[src/rtl/div_io_pkg.sv]
// rtl/div_io_pkg.sv - shared states, default widths and counter sizing for div_stream_io
package div_io_pkg;

   localparam int DEF_BUS_WIDTH = 8;
   localparam int DEF_OP_WIDTH  = 32;
   localparam int DEF_RES_WIDTH = 64;

   typedef enum logic [2:0] {
      IDLE,
      LOAD,
      START,
      WAIT,
      SEND,
      DRAIN
   } state_t;

   // Beat counter width, one spare bit so the terminal count never wraps.
   function automatic int beat_cnt_w(input int n_in, input int n_out);
      return $clog2((n_in > n_out) ? n_in : n_out) + 1;
   endfunction

endpackage

[src/rtl/div_stream_io_if.sv]
// rtl/div_stream_io_if.sv - pin-side stream and core-side handshake bundle for div_stream_io
interface div_stream_io_if
   import div_io_pkg::*;
#(
   parameter int BUS_WIDTH = DEF_BUS_WIDTH,
   parameter int OP_WIDTH  = DEF_OP_WIDTH,
   parameter int RES_WIDTH = DEF_RES_WIDTH
);

   logic                 push_in;
   logic [BUS_WIDTH-1:0] data_in_in;
   logic                 sign;
   logic                 select;
   logic [BUS_WIDTH-1:0] data_out_out;
   logic                 pull_out;
   logic                 sign_out;
   logic                 frame_err;
   logic                 core_start;
   logic [OP_WIDTH-1:0]  core_a;
   logic [OP_WIDTH-1:0]  core_b;
   logic                 core_sign;
   logic                 core_select;
   logic                 core_done;
   logic [RES_WIDTH-1:0] core_result;

   modport slave (
      input  push_in, data_in_in, sign, select, core_done, core_result,
      output data_out_out, pull_out, sign_out, frame_err,
             core_start, core_a, core_b, core_sign, core_select
   );

   modport master (
      output push_in, data_in_in, sign, select, core_done, core_result,
      input  data_out_out, pull_out, sign_out, frame_err,
             core_start, core_a, core_b, core_sign, core_select
   );

endinterface

[src/rtl/div_stream_io_par2ser.sv]
// rtl/div_stream_io_par2ser.sv - loadable RES_WIDTH to BUS_WIDTH right-shift serialiser, LSB beat first
module par2ser
   import div_io_pkg::*;
#(
   parameter int BUS_WIDTH = DEF_BUS_WIDTH,
   parameter int RES_WIDTH = DEF_RES_WIDTH
) (
   input  logic                 clk,
   input  logic                 rst_n,
   input  logic                 i_load,
   input  logic [RES_WIDTH-1:0] i_data,
   output logic [BUS_WIDTH-1:0] o_data,
   output logic                 o_pull,
   output logic                 o_last
);

   localparam int             NO   = RES_WIDTH / BUS_WIDTH;
   localparam int             CW   = beat_cnt_w(NO, NO);
   localparam logic [CW-1:0]  LAST = CW'(NO - 1);

   logic [RES_WIDTH-1:0] r_sh;
   logic [CW-1:0]        r_cnt;
   logic                 r_busy;
   logic                 r_first;

   always_ff @(posedge clk or negedge rst_n) begin
      if (!rst_n) begin
         r_sh    <= '0;
         r_cnt   <= '0;
         r_busy  <= 1'b0;
         r_first <= 1'b0;
      end else if (i_load) begin
         r_sh    <= i_data;
         r_cnt   <= '0;
         r_busy  <= 1'b1;
         r_first <= 1'b1;
      end else if (r_busy) begin
         r_sh    <= r_sh >> BUS_WIDTH;
         r_cnt   <= r_cnt + 1'b1;
         r_first <= 1'b0;
         if (r_cnt == LAST) begin
            r_busy <= 1'b0;
         end
      end
   end

   // Pins read zero whenever no result is being shifted out.
   assign o_data = r_busy ? r_sh[BUS_WIDTH-1:0] : '0;
   assign o_pull = r_busy & r_first;
   assign o_last = r_busy && (r_cnt == LAST);

endmodule

[src/rtl/div_stream_io.sv]
// rtl/div_stream_io.sv - byte-stream front-end: deserialise operands, launch divider core, serialise result
module div_stream_io
   import div_io_pkg::*;
#(
   parameter int BUS_WIDTH = DEF_BUS_WIDTH,
   parameter int OP_WIDTH  = DEF_OP_WIDTH,
   parameter int RES_WIDTH = DEF_RES_WIDTH
) (
   input logic            clk,
   input logic            rst_n,
   div_stream_io_if.slave io
);

   localparam int            NI      = OP_WIDTH / BUS_WIDTH;
   localparam int            NO      = RES_WIDTH / BUS_WIDTH;
   localparam int            CW      = beat_cnt_w(2 * NI, NO);
   localparam logic [CW-1:0] LAST_IN = CW'(2 * NI - 1);

   state_t                r_state;
   state_t                w_next;
   logic [CW-1:0]         r_cnt;
   logic [2*OP_WIDTH-1:0] r_ops;
   logic                  r_sign;
   logic                  r_select;
   logic                  r_sign_out;
   logic                  r_frame_err;
   logic                  r_push_d;
   logic                  w_shift;
   logic                  w_clear;
   logic                  w_err;
   logic                  w_load;
   logic                  w_rise;
   logic                  w_send_last;

   assign w_rise = io.push_in & ~r_push_d;

   always_comb begin
      w_next  = r_state;
      w_shift = 1'b0;
      w_clear = 1'b0;
      w_err   = 1'b0;
      w_load  = 1'b0;
      case (r_state)
         IDLE: begin
            if (io.push_in) begin
               w_shift = 1'b1;
               w_next  = LOAD;
            end
         end
         LOAD: begin
            if (io.push_in) begin
               w_shift = 1'b1;
               if (r_cnt == LAST_IN) begin
                  w_next = START;
               end
            end else begin
               w_err   = 1'b1;
               w_clear = 1'b1;
               w_next  = IDLE;
            end
         end
         START: begin
            w_err  = w_rise;
            w_next = WAIT;
         end
         WAIT: begin
            w_err = w_rise;
            if (io.core_done) begin
               w_load = 1'b1;
               w_next = SEND;
            end
         end
         SEND: begin
            w_err = w_rise;
            // An overlong frame still on the pins must not look like a new one.
            if (w_send_last) begin
               w_next = io.push_in ? DRAIN : IDLE;
            end
         end
         DRAIN: begin
            if (!io.push_in) begin
               w_next = IDLE;
            end
         end
         default: w_next = IDLE;
      endcase
   end

   always_ff @(posedge clk or negedge rst_n) begin
      if (!rst_n) begin
         r_state     <= IDLE;
         r_cnt       <= '0;
         r_ops       <= '0;
         r_sign      <= 1'b0;
         r_select    <= 1'b0;
         r_sign_out  <= 1'b0;
         r_frame_err <= 1'b0;
         r_push_d    <= 1'b0;
      end else begin
         r_state     <= w_next;
         r_frame_err <= w_err;
         r_push_d    <= io.push_in;
         if (w_clear) begin
            r_ops <= '0;
         end else if (w_shift) begin
            r_ops <= {r_ops[2*OP_WIDTH-BUS_WIDTH-1:0], io.data_in_in};
         end
         if (w_shift) begin
            r_cnt <= (r_state == IDLE) ? CW'(1) : r_cnt + 1'b1;
         end
         if (r_state == IDLE && io.push_in) begin
            r_sign     <= io.sign;
            r_select   <= io.select;
            r_sign_out <= io.sign;
         end
      end
   end

   assign io.core_start  = (r_state == START);
   assign io.core_a      = r_ops[2*OP_WIDTH-1:OP_WIDTH];
   assign io.core_b      = r_ops[OP_WIDTH-1:0];
   assign io.core_sign   = r_sign;
   assign io.core_select = r_select;
   assign io.sign_out    = r_sign_out;
   assign io.frame_err   = r_frame_err;

   par2ser #(
      .BUS_WIDTH (BUS_WIDTH),
      .RES_WIDTH (RES_WIDTH)
   ) u_par2ser (
      .clk    (clk),
      .rst_n  (rst_n),
      .i_load (w_load),
      .i_data (io.core_result),
      .o_data (io.data_out_out),
      .o_pull (io.pull_out),
      .o_last (w_send_last)
   );

endmodule

[src/flat_wrapper.sv]
// flat-port wrapper written by rule: the top's interface ports become plain ports
module div_stream_io_flat import div_io_pkg::*;
#(
   parameter int BUS_WIDTH = DEF_BUS_WIDTH,
   parameter int OP_WIDTH  = DEF_OP_WIDTH,
   parameter int RES_WIDTH = DEF_RES_WIDTH
)
  (clk, rst_n, io_push_in, io_data_in_in, io_sign, io_select, io_core_done, io_core_result, io_data_out_out, io_pull_out, io_sign_out, io_frame_err, io_core_start, io_core_a, io_core_b, io_core_sign, io_core_select);
  div_stream_io_if #(.BUS_WIDTH(BUS_WIDTH), .OP_WIDTH(OP_WIDTH), .RES_WIDTH(RES_WIDTH)) io_i ();
  input logic clk;
  input logic rst_n;
  input wire logic [$bits(io_i.push_in)-1:0] io_push_in;
  input wire logic [$bits(io_i.data_in_in)-1:0] io_data_in_in;
  input wire logic [$bits(io_i.sign)-1:0] io_sign;
  input wire logic [$bits(io_i.select)-1:0] io_select;
  input wire logic [$bits(io_i.core_done)-1:0] io_core_done;
  input wire logic [$bits(io_i.core_result)-1:0] io_core_result;
  output wire logic [$bits(io_i.data_out_out)-1:0] io_data_out_out;
  output wire logic [$bits(io_i.pull_out)-1:0] io_pull_out;
  output wire logic [$bits(io_i.sign_out)-1:0] io_sign_out;
  output wire logic [$bits(io_i.frame_err)-1:0] io_frame_err;
  output wire logic [$bits(io_i.core_start)-1:0] io_core_start;
  output wire logic [$bits(io_i.core_a)-1:0] io_core_a;
  output wire logic [$bits(io_i.core_b)-1:0] io_core_b;
  output wire logic [$bits(io_i.core_sign)-1:0] io_core_sign;
  output wire logic [$bits(io_i.core_select)-1:0] io_core_select;
  assign io_i.push_in = io_push_in;
  assign io_i.data_in_in = io_data_in_in;
  assign io_i.sign = io_sign;
  assign io_i.select = io_select;
  assign io_i.core_done = io_core_done;
  assign io_i.core_result = io_core_result;
  assign io_data_out_out = io_i.data_out_out;
  assign io_pull_out = io_i.pull_out;
  assign io_sign_out = io_i.sign_out;
  assign io_frame_err = io_i.frame_err;
  assign io_core_start = io_i.core_start;
  assign io_core_a = io_i.core_a;
  assign io_core_b = io_i.core_b;
  assign io_core_sign = io_i.core_sign;
  assign io_core_select = io_i.core_select;
  div_stream_io #(.BUS_WIDTH(BUS_WIDTH), .OP_WIDTH(OP_WIDTH), .RES_WIDTH(RES_WIDTH)) u_core (.clk(clk), .rst_n(rst_n), .io(io_i));
endmodule
[config.mk]
export PLATFORM = sky130hd
export DESIGN_NAME = div_stream_io_flat
export DESIGN_NICKNAME = d
export VERILOG_FILES = /design/src/rtl/div_io_pkg.sv /design/src/rtl/div_stream_io_if.sv /design/src/rtl/div_stream_io_par2ser.sv /design/src/rtl/div_stream_io.sv /design/src/flat_wrapper.sv
export SDC_FILE = /design/constraint.sdc
export NUM_CORES = 1
export LEC_CHECK = 0
export ABC_AREA = 0
export CAP_MARGIN = 30
export CORE_MARGIN = 3
export CORE_UTILIZATION = 44
export DETAILED_ROUTE_END_ITERATION = 10
export PLACE_DENSITY = 0.73
export SYNTH_ARGS = -nofsm -noshare
export SYNTH_HDL_FRONTEND = slang
export SYNTH_SLANG_ARGS = --single-unit
[constraint.sdc]
create_clock -name clk -period 2.2 [get_ports clk]
set_clock_uncertainty 0.2 [all_clocks]
set_input_delay 0.55 -clock clk [delete_from_list [all_inputs] [get_ports clk]]
set_output_delay 0.55 -clock clk [all_outputs]
set_load 0.01 [all_outputs]
* After elaboration in Yosys (flattened, before gate mapping)
Index checks and enable logic that the tools add are counted.
Operators by class: add/subtract/negate cells 2, equality and inequality tests 12, multiplexer cells 28, bitwise gates (word level) 3, reduce and logical (&&, ||, !) cells 8
Operators with widths (count):
- 2-to-1 mux 64 bit | 4
- 2-to-1 mux 3 bit | 7
- one-hot mux 3 bit (6 select lines) | 1
- 2-to-1 mux 4 bit | 3
- 2-to-1 mux 1 bit | 11
- adder 4 x 1 -> 4 bit, second input constant | 2
- equality test 4 x 3 -> 1 bit, second input constant | 2
- 2-to-1 mux 8 bit | 1
- inequality test 2 bit, second input constant | 4
- equality test 3 x 2 -> 1 bit, second input constant | 2
- equality test 3 bit, second input constant | 2
- AND reduction 5 bit | 1
- nonzero test 2 bit | 2
- equality test 3 x 1 -> 1 bit, second input constant | 1
- logical NOT 3 bit | 1
- inequality test 3 x 2 -> 1 bit, second input constant | 1
- OR reduction 3 bit | 1
- AND 1 bit | 2
- logical AND 1 bit | 2
- one-hot mux 1 bit (2 select lines) | 1
- OR reduction 2 bit | 1
- NOT 1 bit | 1
Word-level totals: register bits after elaboration 145, input bits 78, word-level logic and storage cells 64

* Depth between registers and ports, before layout
Gate-level depths: netlist of run 1.
depth after elaboration 5, gate-level depth with buffers 7, depth with buffers taken out 4

* Modules after synthesis
Synthesis of run 1 repeated with hierarchy kept, for this count alone.
Second synthesis, totals: cell total of the unflattened synthesis 638, area, all modules 6447.4 um2
By module, submodules not included:
- par2ser | times used 1, cells each 295, area each 3309.4 um2, seq. area each 1751.7 um2
- div_stream_io | times used 1, cells each 343, area each 3138.0 um2, seq. area each 1876.8 um2

* Least setup slack after synthesis of run 1
Ideal clock, no wire load.
path type reg-to-output, from register u_core.u_par2ser.r_busy, to output port io_data_out_out[0], arrival time 1071 ps, data required time 1450 ps, path slack 379 ps, stages on the path, launching flop included 5, path through dfrtp_1 -> buf_2 -> buf_2 -> clkbuf_1 -> and2_1
On the way: cells in the longest elaborated chain, start to end 1
RTL lines:
- start: declaration | RTL line div_stream_io_par2ser.sv:23 | logic r_busy;
- start signal: assignment | RTL line div_stream_io_par2ser.sv:30 | r_busy <= 1'b0;
- start signal: assignment | RTL line div_stream_io_par2ser.sv:35 | r_busy <= 1'b1;
- start signal: assignment | RTL line div_stream_io_par2ser.sv:42 | r_busy <= 1'b0;
- 2-to-1 mux 8 bit | RTL line div_stream_io_par2ser.sv:48 | assign o_data = r_busy ? r_sh[BUS_WIDTH-1:0] : '0;
- end: declaration | RTL line flat_wrapper.sv:18 | output wire logic [$bits(io_i.data_out_out)-1:0] io_data_out_out;
No other way between the ends.

* Worst setup path in the final report of run 1
from register u_core.u_par2ser.r_busy, to output port io_data_out_out[6]
The elaborated chain is that of the path after synthesis.

==> results of run 1 <==
==> synthesized netlist by cell type <==
library cell,instances,share of area
o32ai_1,1,0.0014
buf_4,11,0.014
o21ai_0,57,0.047
and2_1,10,0.010
o22ai_1,1,0.0010
o41ai_2,1,0.0027
o21a_1,1,0.0012
nand4b_1,3,0.0043
or3b_4,1,0.0019
nor4bb_1,1,0.0017
xnor2_1,1,0.0014
nand3b_1,9,0.011
inv_1,4,0.0025
xor2_1,2,0.0029
buf_6,1,0.0019
clkbuf_2,2,0.0017
nand2_1,80,0.050
mux2i_1,58,0.096
nor2_1,6,0.0037
ha_1,2,0.0041
mux2_1,2,0.0037
nor3_1,1,0.00083
nand2b_1,1,0.0010
nor2b_1,1,0.0010
a2bb2oi_1,1,0.0014
o211ai_2,1,0.0021
nor3b_2,1,0.0021
and4b_1,1,0.0017
a22oi_1,1,0.0012
nand4_1,1,0.0010
nor2_2,1,0.0010
clkbuf_1,8,0.0050
a21oi_1,1,0.00083
dfrtp_1,145,0.60
buf_2,20,0.017
a32oi_1,1,0.0014
o21ai_1,2,0.0017
a22o_1,65,0.094
nand3_1,4,0.0033
==> registers in the layout (all words and copies together), names as in the netlist <==
| signal | count |
|---|---|
| u_core.r_ops | 64 |
| u_core.u_par2ser.r_sh | 64 |
| u_core.r_cnt | 4 |
| u_core.u_par2ser.r_cnt | 4 |
| u_core.r_state | 3 |
| u_core.io.core_select | 1 |
| u_core.io.core_sign | 1 |
| u_core.io.frame_err | 1 |
| u_core.r_push_d | 1 |
| u_core.u_par2ser.r_busy | 1 |
| u_core.u_par2ser.r_first | 1 |
==> through the flow <==
stage / hold WS (ps) / utilization / setup slack [ps]
finish: 289 / 0.645 / 62.1
detailed placement: 278 / 0.597 / -33.7
floorplan: 54.4 / - / 379
CTS: 292 / 0.645 / 7.00
global placement: 277 / 0.597 / 6.06
global route: 322 / 0.645 / -3.50
==> worst paths after layout <==
path	from	to	slack, ps	cells past startpoint
setup reg to reg	u_core.u_par2ser.r_busy	u_core.r_state[2]	390	5
max in group asynchronous	rst_n	u_core.u_par2ser.r_sh[38]	780	3
min in group asynchronous	rst_n	u_core.u_par2ser.r_sh[5]	460	2
hold / removal	u_core.io.core_select	u_core.io.core_select	290	1
setup / recovery	u_core.u_par2ser.r_busy	io_data_out_out[6]	60	2
hold reg to reg	u_core.io.core_select	u_core.io.core_select	290	1
==> power by group <==
group          internal (mW)  total (mW)  switching [mW]  leakage (nW)
Combinational           1.91        3.47            1.55          1.59
Clock                   1.89        2.99            1.11         0.291
Sequential              3.53        4.22           0.688          1.95
==> cell type report <==
cell class	instances	share of cell area
well taps	176	0.0256
clock inverters	14	0.0222
multi-input cells	319	0.255
repair buffers	189	0.225
clock buffers	17	0.0494
inverters	4	0.00174
flip-flops and latches	145	0.422
==> per-layer routing <==
layer,share of wire,GRT usage,up-vias,wire length (um)
li1,-,-,2152,-
met2,0.48,0.323,112,7280
met3,0.057,0.0654,14,850
met4,0.013,0.0637,0,194
met5,0,0,-,0
met1,0.45,0.277,2217,6700
==> kinds of logic (layout without fill, tap and decap cells) <==
family | after synthesis | in the layout | share of synthesized area
simple gates | 121 | 121 | 0.0947
fa+ha+maj | 2 | 2 | 0.00413
xor+xnor | 3 | 3 | 0.00434
flops | 145 | 145 | 0.600
compound gates | 133 | 133 | 0.156
mux | 60 | 60 | 0.0997
buf+inv | 46 | 224 | 0.0411
==> what timing repair did <==
item | in CTS | in global routing
setup buffers | 2 | 0
endpoints found under the hold margin | 48 | 0
endpoints found under the setup margin | 10 | 5
gates resized for setup | 10 | 3
hold buffers | 1 | 0
==> run summary, run 1 <==
CTS Root Cell - clkbuf_16
Worst Setup End Kind - primary output
grt ovf - 0
CP Class - reg -> out
number of distinct library cells after synthesis - 39
Max Cap Violations - 0
CTS buffer count - 17
clock sink total - 145
maximum VDD drop - 0.878 mV
crit-path cells - and2_1, dlygate4sd2_1
final setup fails - 0
Routed WL - 15.0 mm
post-synthesis sequential area ratio - 0.600
via count - 4495
DRT antenna net count - 0
most frequent cells in the layout - 144 x dfrtp_1, 142 x clkdlybuf4s50_1, 80 x nand2_1
power per cell area - 1240 nW/um2
die height - 123 um
port buffer count - 155
TritonCTS clock tree - done
Die Width - 123 um
RSZ-0062 raised after global routing - true
Seq. cell area - 3630 um2
overall power - 10.7 mW
placed cell area - 7970 um2
Syn Area/Cell - 11.9 um2
Mapped Area - 6050 um2
CP Launch Type - flip-flop
# diodes - 0
gpl congestion - 0.838
Crit path largest cell delay - 540 ps
HPWL after DPL - 10.5 mm
Critical Path AT - 1390 ps
Post-Syn Nets - 590
Multi-input gate area - 2190 um2
Setup TNS Final - 0 ps
commonest non-fill, non-tap cell in the layout - dfrtp_1
final cell count without fillers - 864
area grow syn2layout - 42.3%
Skew-Pair Late Insertion Delay - 410 ps
Max Buffers Root-to-Sink - 2
Core Rows - 42
Crit path buffers/inverters - 1
initial antenna violation count - 0
Inst Count DP - 830
I/O Pins - 156
crit-path max FO - 11
Final #Nets - 756
share of cells above drive strength 1 - 0.105
Final min period - 2140 ps
Ys Warns - 0
status - finished clean
worst hold path class - reg -> reg
worst slew pin tran - 540 ps
Initial Utilization - 0.453
FMAX - 468 MHz
H-tree depth - 4
Final Cell Area - 8610 um2
Req. time, crit path - 1450 ps
largest net degree at the start of global routing - 61
Final Max Tran Viols - 0
period utilization - 0.972
DR DRC count - 0
Vias/cell - 5.20
synthesis-stage register bit count - 145
WL/cell - 17.4 um
vias in the first global route - 4741
final hold viol count - 0
1st-iter DRT viols - 361
cell family with most CP delay - flip-flops
FILL cells - 1054
CP max-delay cell - dfrtp_4
router iterations before antenna repair - 6
GRT Overall Usage - 0.207
die area - 15200 um2
Leak Pwr - 3.84 nW
Rel. slew slack - 0.640
core area - 13300 um2
Clock Pin Slew Worst Setup and Hold Paths - 60 ps
first-pass GRT wire length - 24.2 mm
Mapped Cells - 510
(Power assumes the default switching activity.)
==> inputs of run 2 (changes only) <==
- CELL_PAD_IN_SITES_DETAIL_PLACEMENT: default -> 1
- CELL_PAD_IN_SITES_GLOBAL_PLACEMENT: default -> 1
- CORE_UTILIZATION: 44 -> 38
- PLACE_DENSITY: 0.73 -> default
- PLACE_DENSITY_LB_ADDON: default -> 0.1
==> run summary, run 2 (same netlist as run 1, synthesis figures left out) <==
final setup fails - 0
Die Width - 132 um
Max Buffers Root-to-Sink - 2
gpl congestion - 0.790
initial antenna violation count - 0
vias in the first global route - 4912
Multi-input gate area - 2190 um2
M2 GR Usage - 0.298
CP Launch Type - flip-flop
largest registers - u_core.r_ops: 64 flops, u_core.u_par2ser.r_sh: 64 flops
Initial Utilization - 0.394
final worst slack - 40.0 ps
most frequent cells in the layout - 144 x dfrtp_1, 143 x clkdlybuf4s50_1, 80 x nand2_1
CTS Root Cell - clkbuf_16
TritonCTS clock tree - done
WL/cell - 18.1 um
router iterations before antenna repair - 5
port buffer count - 155
die height - 132 um
via count - 4527
fin util - 0.556
FMAX - 463 MHz
Skew-Pair Late Insertion Delay - 420 ps
HPWL after DPL - 11.3 mm
Logic pwr share - 0.333
1st-iter DRT viols - 223
status - finished clean
Req. time, crit path - 1450 ps
worst hold path class - reg -> reg
Rel. slew slack - 0.574
RSZ-0062 raised after global routing - true
Critical Path AT - 1410 ps
grt met3 use - 0.0508
Routed WL - 16.2 mm
DRT antenna net count - 0
Final Max Tran Viols - 0
pre-CTS WS - -44.4 ps
I/O Pins - 156
area grow syn2layout - 41.3%
GRT busiest layer - met2
commonest non-fill, non-tap cell in the layout - dfrtp_1
period utilization - 0.982
core area - 15400 um2
first-pass GRT wire length - 26.8 mm
Int Pwr - 7.00 mW
Net Sw Power - 3.50 mW
FILL cells - 1609
Final min period - 2160 ps
power per cell area - 1230 nW/um2
Worst Setup End Kind - primary output
Final #Nets - 752
sequential power share - 0.402
CTS buffer count - 17
placed cell area - 7950 um2
Setup TNS Final - 0 ps
Core Rows - 45
Seq. cell area - 3630 um2
Leak Pwr - 3.76 nW
Sw Ratio - 0.333
maximum VDD drop - 0.545 mV
final hold viol count - 0
DR DRC count - 0
clock sink total - 145
Max Cap Violations - 0
Clk network pwr share - 0.265
Vias/cell - 5.05
Clock Pin Slew Worst Setup and Hold Paths - 60 ps
grt ovf - 0
worst slew pin tran - 638 ps
H-tree depth - 4
GRT Overall Usage - 0.191
crit-path max FO - 11
met1 Use GR - 0.262
CP Class - reg -> out
overall power - 10.5 mW
die area - 17500 um2
# diodes - 0
Final Cell Area - 8550 um2
largest net degree at the start of global routing - 54
share of cells above drive strength 1 - 0.102
run 2: cell types whose count changed in the layout (fill, tap and decap cells not counted), sizes merged:
| cell | before | now |
|---|---|---|
| buf | 34 | 30 |
| bufinv | 4 | 1 |
| clkdlybuf4s15 | 1 | 2 |
| clkdlybuf4s50 | 142 | 143 |
| clkinv | 6 | 5 |
| clkinvlp | 4 | 2 |
| dlymetal6s2s | 2 | 0 |
| inv | 4 | 11 |
run 2: per-stage QoR:
step                instances  hold slack [ps]
floorplan                 510             54.4
global placement          860              234
detailed placement        860              237
CTS                       896              310
global route              896              321
finish                    896              304
run 2: path summary, 6_finish.rpt:
kind	start	end	slack [ps]	cells past startpoint
max	u_core.u_par2ser.r_busy	io_data_out_out[2]	40	2
min	u_core.r_ops[57]	u_core.r_ops[57]	300	1
max reg2reg	u_core.u_par2ser.r_busy	u_core.u_par2ser.r_sh[20]	340	4
min reg2reg	u_core.r_ops[57]	u_core.r_ops[57]	300	1
max in group asynchronous	rst_n	u_core.u_par2ser.r_sh[21]	890	3
min in group asynchronous	rst_n	u_core.u_par2ser.r_sh[7]	360	2
run 2: per-layer routing:
layer,up-vias,share of wire
met3,17,0.042
met2,96,0.47
met1,2264,0.47
li1,2150,-
met4,0,0.012
met5,-,0
run 2: worst max-delay path, cell delays in order (launching register included):
cell,delay [ps]
dfrtp_4,540
and2_1,170
dlygate4sd2_1,280
run 2: area by class of cell:
cell class | count | area share
clock buffers | 17 | 0.0498
clock inverters | 15 | 0.0171
inverters | 4 | 0.00176
multi-input cells | 319 | 0.257
flip-flops and latches | 145 | 0.425
well taps | 211 | 0.0309
repair buffers | 185 | 0.219
run 2: power by group through the flow:
| stage | clock [mW] | sequential [mW] | combinational, mW |
|---|---|---|---|
| finish | 2.78 | 4.22 | 3.50 |
| global route | 2.98 | 4.35 | 3.80 |
| CTS | 2.85 | 4.23 | 3.55 |
| detailed placement | 0 | 4.28 | 3.46 |
| global placement | 0 | 4.24 | 3.35 |
| floorplan | 0 | 4.21 | 1.71 |
run 2: repair_timing:
item | 4_1_cts | 5_1_grt
hold buffers | 1 | 0
pin swaps | 0 | 0
gates resized for setup | 11 | 3
setup buffers | 3 | 0
endpoints found under the hold margin | 23 | 0
setup endpoints to repair | 11 | 7
==> inputs of run 3 (changes only) <==
- PLACE_DENSITY: default -> 0.81
- PLACE_DENSITY_LB_ADDON: 0.1 -> default
==> run summary, run 3 (same netlist as run 1, synthesis figures left out) <==
status - finished clean
via count - 4635
share of cells above drive strength 1 - 0.118
overall power - 10.8 mW
initial antenna violation count - 0
clock sink total - 145
Initial Utilization - 0.394
Inst Count DP - 861
largest registers - u_core.r_ops: 64 flops, u_core.u_par2ser.r_sh: 64 flops
Skew-Pair Late Insertion Delay - 430 ps
power per cell area - 1240 nW/um2
Seq. cell area - 3630 um2
die area - 17500 um2
CTS buffer count - 17
largest net degree at the start of global routing - 52
CTS Root Cell - clkbuf_16
gpl congestion - 0.770
# diodes - 0
Worst Setup End Kind - primary output
Crit path largest cell delay - 570 ps
area grow syn2layout - 43.1%
FILL cells - 1582
Hold Path Depth - 1
WL/cell - 19.0 um
port buffer count - 155
commonest non-fill, non-tap cell in the layout - dfrtp_1
CP Launch Type - flip-flop
Die Width - 132 um
first-pass GRT wire length - 28.9 mm
router iterations before antenna repair - 4
Rel. slew slack - 0.613
Final Cell Area - 8660 um2
most frequent cells in the layout - 144 x dfrtp_1, 134 x clkdlybuf4s50_1, 80 x nand2_1
Final Max Tran Viols - 0
CP Class - reg -> out
core area - 15400 um2
Final #Nets - 755
Clock Pin Slew Worst Setup and Hold Paths - 60 ps
RR Startpoint - u_core.u_par2ser.r_busy
crit-path max FO - 3
Max Buffers Root-to-Sink - 2
final setup fails - 0
H-tree depth - 4
Crit path buffers/inverters - 1
DR DRC count - 0
Multi-input gate area - 2190 um2
worst hold path class - reg -> reg
Routed WL - 17.1 mm
TritonCTS clock tree - done
I/O Pins - 156
Reg2Reg Depth - 5
DRT antenna net count - 0
Core Rows - 45
reg-to-reg slack, setup - 270 ps
hold wc startpoint - u_core.io.core_select
final hold viol count - 0
period utilization - 0.982
FMAX - 463 MHz
Worst Hold End - u_core.io.core_select
Final min period - 2160 ps
worst slew pin tran - 581 ps
cell family with most CP delay - buffers and inverters
vias in the first global route - 5332
Req. time, crit path - 1450 ps
FF-to-FF End - u_core.u_par2ser.r_sh[37]
Leak Pwr - 3.92 nW
maximum VDD drop - 0.651 mV
HPWL after DPL - 11.6 mm
final cell count without fillers - 899
placed cell area - 8020 um2
Critical Path AT - 1410 ps
CP max-delay cell - clkdlybuf4s50_1
GRT Overall Usage - 0.205
Vias/cell - 5.16
1st-iter DRT viols - 308
Max Cap Violations - 0
die height - 132 um
crit-path cells - clkdlybuf4s50_1
grt ovf - 0
## run 3: area by class of cell
class | instances | area share
Timing Repair Buffer | 188 | 0.226
Sequential cell | 145 | 0.420
Inverter | 4 | 0.00173
Multi-Input combinational cell | 319 | 0.253
Clock buffer | 17 | 0.0491
Tap cell | 211 | 0.0305
Clock inverter | 15 | 0.0198
## run 3: worst max-delay path by stage
| stage | from | slack, ps | to | cells past startpoint |
|---|---|---|---|---|
| after floorplan | u_core.u_par2ser.r_busy | 380 | io_data_out_out[0] | 4 |
| after detailed placement | io_push_in | -40 | u_core.r_cnt[3] | 5 |
| after CTS | u_core.r_ops[42] | 2 | io_core_a[10] | 1 |
| after global placement | io_push_in | -6 | u_core.r_cnt[3] | 5 |
| after global routing | u_core.r_ops[33] | -10 | io_core_a[1] | 1 |
| final | u_core.r_ops[28] | 40 | io_core_b[28] | 1 |
## run 3: metrics by stage
stage | hold WS [ps] | util | setup slack, ps | TNS (ps)
2_1_floorplan | 54.4 | - | 379 | 0
3_3_place_gp | 284 | 0.522 | -5.68 | -8.64
3_5_place_dp | 280 | 0.522 | -36.4 | -86.8
4_1_cts | 294 | 0.565 | 2.40 | 0
5_1_grt | 330 | 0.563 | -10.3 | -10.3
6_report | 290 | 0.563 | 40.3 | 0
## run 3: layer usage
layer	up-vias	wire [um]	global-route usage
li1	2143	-	-
met1	2330	7170	0.250
met2	139	8390	0.338
met3	23	1230	0.0752
met4	0	327	0.0670
met5	-	0	0
## run 3: power breakdown
| part | total, mW | internal, mW | switching (mW) |
|---|---|---|---|
| Clock | 2.93 | 1.70 | 1.23 |
| Combinational | 3.63 | 1.96 | 1.67 |
| Sequential | 4.22 | 3.53 | 0.691 |
| Total | 10.8 | 7.18 | 3.59 |
## run 3: repair_timing
action,CTS,global route
pin swaps,0,0
endpoints found under the setup margin,12,23
gates resized for setup,24,18
setup buffers,5,0
hold buffers,1,0
hold endpoints to repair,42,0
